### src/rtl/sb_pkt_xform_pkg.sv
// -----------------------------------------------------------------------------
// sb_pkt_xform_pkg
// Shared types and helpers for the switchboard packet transformer.
//   xf_mode_e  : per-byte operation selector (PASS / ADD / XOR / SUB)
//   xform_byte : applies one operation to a single byte, modulo 256
// -----------------------------------------------------------------------------
package sb_pkt_xform_pkg;

    typedef enum logic [1:0] {
        XF_PASS = 2'd0,
        XF_ADD  = 2'd1,
        XF_XOR  = 2'd2,
        XF_SUB  = 2'd3
    } xf_mode_e;

    // Byte-local operation: 8-bit result width gives the mod-256 wrap and
    // guarantees no carry/borrow leaks into the neighbouring byte.
    function automatic logic [7:0] xform_byte(xf_mode_e m, logic [7:0] b, logic [7:0] op);
        logic [7:0] r;
        case (m)
            XF_ADD:  r = b + op;
            XF_XOR:  r = b ^ op;
            XF_SUB:  r = b - op;
            default: r = b;
        endcase
        return r;
    endfunction

endpackage

### src/rtl/sb_pkt_fifo.sv
// -----------------------------------------------------------------------------
// sb_pkt_fifo
// Synchronous DEPTH-entry FIFO with registered storage; the head entry is
// presented on rdata whenever the FIFO is not empty.
// Ports:
//   clk, rst       : clock, synchronous active-high reset
//   push, wdata    : write request and data (ignored while full)
//   pop            : read request (ignored while empty)
//   rdata          : head entry
//   full, empty    : occupancy flags, derived from registered count
// -----------------------------------------------------------------------------
module sb_pkt_fifo #(
    parameter int W     = 8,
    parameter int DEPTH = 2
) (
    input  logic         clk,
    input  logic         rst,
    input  logic         push,
    input  logic [W-1:0] wdata,
    input  logic         pop,
    output logic [W-1:0] rdata,
    output logic         full,
    output logic         empty
);

    localparam int AW = (DEPTH > 1) ? $clog2(DEPTH) : 1;
    localparam logic [AW:0] FULL_CNT = (AW + 1)'(DEPTH);

    logic [W-1:0]  mem_q [DEPTH];
    logic [AW-1:0] wr_q, wr_d;
    logic [AW-1:0] rd_q, rd_d;
    logic [AW:0]   cnt_q, cnt_d;
    logic          push_ok, pop_ok;

    assign full    = (cnt_q == FULL_CNT);
    assign empty   = (cnt_q == '0);
    assign push_ok = push && !full;
    assign pop_ok  = pop && !empty;
    assign rdata   = mem_q[rd_q];

    // Power-of-two DEPTH lets the pointers wrap by plain overflow.
    always_comb begin
        wr_d  = wr_q;
        rd_d  = rd_q;
        cnt_d = cnt_q;
        if (push_ok) begin
            wr_d = wr_q + AW'(1);
        end
        if (pop_ok) begin
            rd_d = rd_q + AW'(1);
        end
        if (push_ok && !pop_ok) begin
            cnt_d = cnt_q + (AW + 1)'(1);
        end else if (pop_ok && !push_ok) begin
            cnt_d = cnt_q - (AW + 1)'(1);
        end
    end

    // Storage is cleared on reset so the outputs read as zero afterwards.
    always_ff @(posedge clk) begin
        if (rst) begin
            wr_q  <= '0;
            rd_q  <= '0;
            cnt_q <= '0;
            for (int i = 0; i < DEPTH; i++) begin
                mem_q[i] <= '0;
            end
        end else begin
            wr_q  <= wr_d;
            rd_q  <= rd_d;
            cnt_q <= cnt_d;
            if (push_ok) begin
                mem_q[wr_q] <= wdata;
            end
        end
    end

endmodule

### src/rtl/sb_pkt_xform.sv
// -----------------------------------------------------------------------------
// sb_pkt_xform
// Per-byte packet transformer between two SB valid/ready endpoints.
// Ports:
//   clk, rst            : clock, synchronous active-high reset
//   mode, operand       : per-byte operation and its byte operand
//   in_data/dest/last   : input beat, qualified by in_valid / in_ready
//   out_data/dest/last  : transformed beat, qualified by out_valid / out_ready
//   pkt_count           : number of accepted last-beats (wraps)
//   done                : sticky flag, set when an all-ones beat is accepted
// -----------------------------------------------------------------------------
module sb_pkt_xform
    import sb_pkt_xform_pkg::*;
#(
    parameter int DW    = 256,
    parameter int DEPTH = 2
) (
    input  logic          clk,
    input  logic          rst,
    input  logic [1:0]    mode,
    input  logic [7:0]    operand,
    input  logic [DW-1:0] in_data,
    input  logic [31:0]   in_dest,
    input  logic          in_last,
    input  logic          in_valid,
    output logic          in_ready,
    output logic [DW-1:0] out_data,
    output logic [31:0]   out_dest,
    output logic          out_last,
    output logic          out_valid,
    input  logic          out_ready,
    output logic [31:0]   pkt_count,
    output logic          done
);

    localparam int NB = DW / 8;
    localparam int W  = DW + 33;

    logic [DW-1:0] xf_data;
    logic [W-1:0]  head;
    logic          fifo_full, fifo_empty;
    logic          accept;
    logic [31:0]   pkt_count_q, pkt_count_d;
    logic          done_q, done_d;

    // mode/operand only matter on the accepting edge because the result is
    // captured into the buffer there.
    for (genvar i = 0; i < NB; i++) begin : g_byte
        assign xf_data[i*8 +: 8] = xform_byte(xf_mode_e'(mode), in_data[i*8 +: 8], operand);
    end

    // Ready comes from the registered full flag only, so out_ready never
    // reaches in_ready combinationally; held low while reset is applied.
    assign in_ready  = !fifo_full && !rst;
    assign accept    = in_valid && in_ready;
    assign out_valid = !fifo_empty;

    sb_pkt_fifo #(
        .W     (W),
        .DEPTH (DEPTH)
    ) u_fifo (
        .clk   (clk),
        .rst   (rst),
        .push  (accept),
        .wdata ({in_last, in_dest, xf_data}),
        .pop   (out_ready),
        .rdata (head),
        .full  (fifo_full),
        .empty (fifo_empty)
    );

    assign out_data = head[DW-1:0];
    assign out_dest = head[DW +: 32];
    assign out_last = head[W-1];

    always_comb begin
        pkt_count_d = pkt_count_q;
        done_d      = done_q;
        if (accept && in_last) begin
            pkt_count_d = pkt_count_q + 32'd1;
        end
        if (accept && (&in_data)) begin
            done_d = 1'b1;
        end
    end

    always_ff @(posedge clk) begin
        if (rst) begin
            pkt_count_q <= '0;
            done_q      <= 1'b0;
        end else begin
            pkt_count_q <= pkt_count_d;
            done_q      <= done_d;
        end
    end

    assign pkt_count = pkt_count_q;
    assign done      = done_q;

endmodule

### config.mk
export PLATFORM = sky130hd
export DESIGN_NAME = sb_pkt_xform
export DESIGN_NICKNAME = d
export VERILOG_FILES = /design/src/rtl/sb_pkt_xform_pkg.sv /design/src/rtl/sb_pkt_fifo.sv /design/src/rtl/sb_pkt_xform.sv
export SDC_FILE = /design/constraint.sdc
export NUM_CORES = 2
export LEC_CHECK = 0
export CELL_PAD_IN_SITES_DETAIL_PLACEMENT = 2
export CELL_PAD_IN_SITES_GLOBAL_PLACEMENT = 2
export CORE_ASPECT_RATIO = 1.75
export CORE_MARGIN = 3
export CORE_UTILIZATION = 36
export CTS_CLUSTER_DIAMETER = 200
export CTS_CLUSTER_SIZE = 25
export DETAILED_ROUTE_END_ITERATION = 16
export DONT_BUFFER_PORTS = 1
export PLACE_DENSITY = 0.74
export SLEW_MARGIN = 5
export SYNTH_ARGS = -nofsm -noshare
export SYNTH_HDL_FRONTEND = slang
export SYNTH_HIERARCHICAL = 1
export SYNTH_SLANG_ARGS = --single-unit
### constraint.sdc
create_clock -name clk -period 13.3 [get_ports clk]
set_input_delay 2.66 -clock clk [delete_from_list [all_inputs] [get_ports clk]]
set_output_delay 2.66 -clock clk [all_outputs]
set_load 0.03 [all_outputs]
## Word level (Yosys, flattened, before mapping)

Memory sizes are Yosys's and may differ from the RTL's. A register that Yosys moved wholly into a read port is not among the register bits.
Index checks and enable logic that the tools add are counted.
Widths: inputs -> output; s select.

- Memories kept: 1
- Output and inout bits: 324
- Register bits after elaboration: 37
- Memory bits (writable): 578

- Reductions and logical operators: 17
- Bitwise logic cells: 32
- Muxes and demuxes: 44
- Equality and inequality tests: 4
- Add/sub/neg operators: 69

Memory list:

| name | words | bits a word | read ports | clocked after Yosys merged registers in | write ports | line | RTL |
|---|---|---|---|---|---|---|---|
| u_fifo.mem_q | 2 | 289 | 1 | 1 | 2 | sb_pkt_fifo.sv:29 | `logic [W-1:0] mem_q [DEPTH];` |

Operators with widths:

| cell | count |
|---|---|
| $pmux 8 s3 | 32 |
| $mux 289 | 1 |
| $reduce_or 289->1 | 1 |
| $add 8x8->8 | 32 |
| $reduce_and 256->1 | 1 |
| $sub 8x8->8 | 32 |
| $xor 8x8->8 | 32 |
| $add 32x1->32 const B | 1 |
| $mux 1 | 9 |
| $logic_and 1x1->1 | 8 |
| $eq 2x2->1 const B | 3 |
| $logic_not 1->1 | 5 |
| $mux 2 | 2 |
| $add 1x1->1 const B | 2 |
| $add 2x1->2 const B | 1 |
| $eq 2x1->1 const B | 1 |
| $logic_not 2->1 | 1 |
| $reduce_bool 2->1 | 1 |
| $sub 2x1->2 const B | 1 |

## Longest topological paths before layout

- Depth in word-level cells: 10
- Gate-level depth with buffers: 18
- Mapped depth without buffers: 16

## Cells and area by module

The synthesis kept the hierarchy.

Modules (own cells, without submodules):

| module | sequential area each (um^2) | times used | cells each | area each (um^2) |
|---|---|---|---|---|
| sb_pkt_fifo | 17,456.7 | 1 | 1,890 | 25,603.3 |
| sb_pkt_xform | 660.6 | 1 | 2,077 | 14,886.8 |

## Least setup slack after synthesis

OpenSTA, ideal clock, no wires.

- Path kind: in2reg
- Start point: input port rst
- End point: memory u_fifo/mem_q[0][0] in the netlist's numbering (enable)
- Data required time: 12,597 ps
- Slack: 2,187 ps
- Arrival: 10,410 ps
- Cell stages on the path: 7
- Cell sequence: clkbuf_1 > nor3b_1 > inv_1 > or3_1 > buf_2 > buf_6 > nand2b_1

RTL lines:

| element | line | RTL |
|---|---|---|
| start: declaration | sb_pkt_xform.sv:19 | `input logic rst,` |
| end: declaration | sb_pkt_fifo.sv:29 |  |

==> flow_metrics.py <==
metrics = {
    "sta": {
        "tns_ns": 0,
        "period_needed_ns": 6.75,
        "max_slew_margin_pct": 31.4,
        "final-setup-viol-count": 0,
        "hold_violations": 0,
        "maxSlewViolCount": 0,
        "rsz0062_at_grt": "no",
        "finalCritPeriodShare_pct": 50.8,
        "tightest_slew_ns": 1.03,
        "fmax_mhz": 148,
        "fin_skew_ns": 0.0339,
    },
    "floorplan": {
        "ios": 627,
        "die_x_microns": 260,
        "dieHeight_microns": 450,
        "dieArea_sq_um": 117000,
        "initial_core_util_pct": 36.3,
        "num_rows": 162,
        "core_area_sq_um": 111000,
    },
    "pwr": {
        "p_per_area_nw_per_um2": 140,
        "p_clk_share_pct": 18.0,
        "p_int_mw": 3.53,
        "ir_drop_uv": 116,
        "swShare_pct": 40.9,
        "p_leak_nw": 15.0,
        "comb_power_share_pct": 41.1,
        "power_frac_seq_pct": 40.9,
        "switching_power_mw": 2.44,
    },
    "clocking": {
        "clock_latency_ns": 0.69,
        "holdBufCountCts": 0,
        "path_clk_slew_ns": 0.10,
        "cts_resized": 0,
        "post-cts-setup-buffers": 0,
        "cts_buffers": 28,
        "cts_root_buf": "clkbuf_16",
        "cts_tree": "yes",
        "cts_sinks": 616,
        "clockBufferDepth": 3,
        "htree_num_levels": 1,
    },
    "synthesis": {
        "ys.flop_type": "edfxtp_1",
        "ys_ff_latch": 616,
        "yosysWarnings": 6,
        "synth_cells": 3967,
        "synth_area_per_cell_sq_um": 10.2,
        "synth_top_area_share_pct": 42.9,
        "synth_area_leaders": "edfxtp_1 (43%), mux2_2 (8.0%), nor2_1 (7.1%)",
        "ys_types": 70,
        "async_flop_share_pct": 0,
        "syn_area_sq_um": 40500,
        "synth_nets": 4440,
        "yosys.area.top_type": "edfxtp_1",
        "synth_edf_count": 578,
        "ys_seq_area_share_pct": 44.7,
    },
    "route": {
        "post_drt_wl_per_cell_microns": 33.6,
        "drtAntennaViolNets": 0,
        "viasPerCell": 5.78,
        "drc_errors": 0,
        "vias": 30671,
        "finalWirelength_microns": 178000,
        "drt_pass1_iterations": 5,
        "drtIter0Drc": 1981,
    },
    "worst_hold_path": {
        "hp-class": "register to register",
    },
    "critical_path": {
        "critPathTopFamily": "buffers and inverters",
        "path_buf_inv": 2,
        "slowest_stage": "dfxtp_4",
        "crit_top_cell": "buf_4",
        "required_ns": 10.64,
        "arrival_ns": 4.09,
        "path_class": "register to output port",
        "end_kind": "output port",
        "cpPeakStageDelay_ns": 0.99,
        "cp_max_fo": 64,
        "start_kind": "register",
        "path_cells": "buf_4, buf_4, mux2_2",
    },
    "global_routing": {
        "grt_pass1_wl_microns": 249000,
        "use_met2_pct": 52.3,
        "busiest_layer": "met2",
        "antenna_found_initial": 18,
        "use_met1_pct": 31.9,
        "grt_usage_pct": 29.8,
        "grt_pass1_vias": 33351,
        "grt_max_degree": 332,
        "gr-usage-met3_pct": 9.93,
        "grt_remaining_overflow": 0,
    },
    "run_status": {
        "status": "completed",
    },
    "layout": {
        "drive_gt1_share_pct": 11.5,
        "regArea_sq_um": 18100,
        "multi_input_area_sq_um": 20700,
        "finalNetCount": 4271,
        "fin_cells": 5306,
        "final_util_pct": 38.1,
        "num-fill-cells": 11980,
        "area_growth_pct": 4.84,
    },
    "place": {
        "gp_congestion": 0.843,
        "dpl.cell_count": 5244,
        "hpwl_microns": 130000,
        "port_buffers": 0,
    },
    "flow_run": {
        "cap_violations": 0,
    },
}
==> synth_stat cells, types with 39 or more instances <==
cell type / number
ha_1: 138
mux2_2: 289
maj3_1: 88
o21ai_0: 82
a21o_1: 43
nand2_1: 114
a21oi_1: 238
xnor2_1: 326
clkbuf_1: 119
nand4_1: 81
nor2_1: 764
edfxtp_1: 578
buf_2: 76
nand2b_1: 304
inv_1: 139
nand3_1: 39
xor2_1: 96
==> per-layer routing <==
metal	share of wire (%)	vias to the layer above
met5	0.062	-
met2	50	986
met1	36	15965
li1	-	13439
met3	8.9	265
met4	5.4	16
==> worst min-delay path, stage by stage (launching register included) <==
cell and delay [ns]:
dfxtp_1 0.36, o21ai_0 0.08, a21oi_1 0.06
==> cell usage in the layout (no fill, tap or decap), types with 17 or more instances in the layout <==
cell type / n
nor2_1: 761
a21oi_1: 238
a311oi_1: 17
maj3_1: 88
dfxtp_1: 37
clkbuf_1: 21
ha_1: 138
buf_4: 51
xnor2_1: 324
inv_1: 138
maj3_2: 37
xor2_1: 95
fa_1: 32
o21ai_1: 32
nand2b_1: 302
nor3_1: 29
a21o_1: 43
nand3_1: 39
mux2_2: 289
and2_1: 23
o21ai_0: 81
clkbuf_16: 29
edfxtp_1: 578
nand4_1: 81
a31oi_1: 22
nand2_1: 111
==> metrics by stage <==
stage	hold WS, ns	setup slack (ns)	area [sq um]	power, mW
finish	0.530	6.55	42500	5.96
global route	0.570	6.41	42400	6.22
CTS	0.517	6.45	42400	6.02
detailed placement	0.499	6.37	41600	4.95
global placement	0.483	6.51	41600	4.88
floorplan	0.463	2.19	40500	4.44
==> power groups by stage <==
stage / clock (mW) / sequential, mW / combinational, mW
6_report: 1.07 / 2.44 / 2.45
5_1_grt: 1.16 / 2.46 / 2.60
4_1_cts: 1.11 / 2.44 / 2.47
3_5_place_dp: 0 / 2.49 / 2.46
3_3_place_gp: 0 / 2.47 / 2.42
2_1_floorplan: 0 / 2.49 / 1.95
==> worst paths after layout <==
check | startpoint | end | slack [ns] | depth (start not counted)
setup / recovery | register | out_data[190] | 6.55 | 3
hold reg to reg | u_fifo/cnt_q[1] | u_fifo/cnt_q[1] | 0.53 | 2
hold / removal | u_fifo/cnt_q[1] | u_fifo/cnt_q[1] | 0.53 | 2
setup reg to reg | u_fifo/cnt_q[0] | u_fifo/mem_q[0][236] | 8.45 | 7
==> flip-flops by register name (all words and copies together) (netlist names), named ones only <==
name and cells:
u_fifo/mem_q 578, pkt_count 32, u_fifo/cnt_q 2, done 1, u_fifo/rd_q 1, u_fifo/wr_q 1
==> logic make-up (layout without fill, tap and decap cells) <==
logic type,Yosys count,after routing,synth area share (%)
buf+inv,394,246,4.53
fa+ha+maj,295,295,9.05
compound gates,522,522,7.80
mux,301,301,8.33
flops,616,616,44.7
other cells,0,11,0
xor+xnor,424,424,9.21
simple gates,1415,1415,16.3
==> layout make-up <==
| class | instances | area share, % |
|---|---|---|
| tap | 1476 | 4.35 |
| clock inverter | 1 | 0.0265 |
| multi-input combinational | 2957 | 48.7 |
| inverter | 141 | 1.25 |
| sequential | 616 | 42.7 |
| clock buffer | 50 | 1.90 |
| antenna | 11 | 0.0648 |
| timing repair buffer | 54 | 1.04 |
No activity file was read; power rests on OpenSTA's default activity.
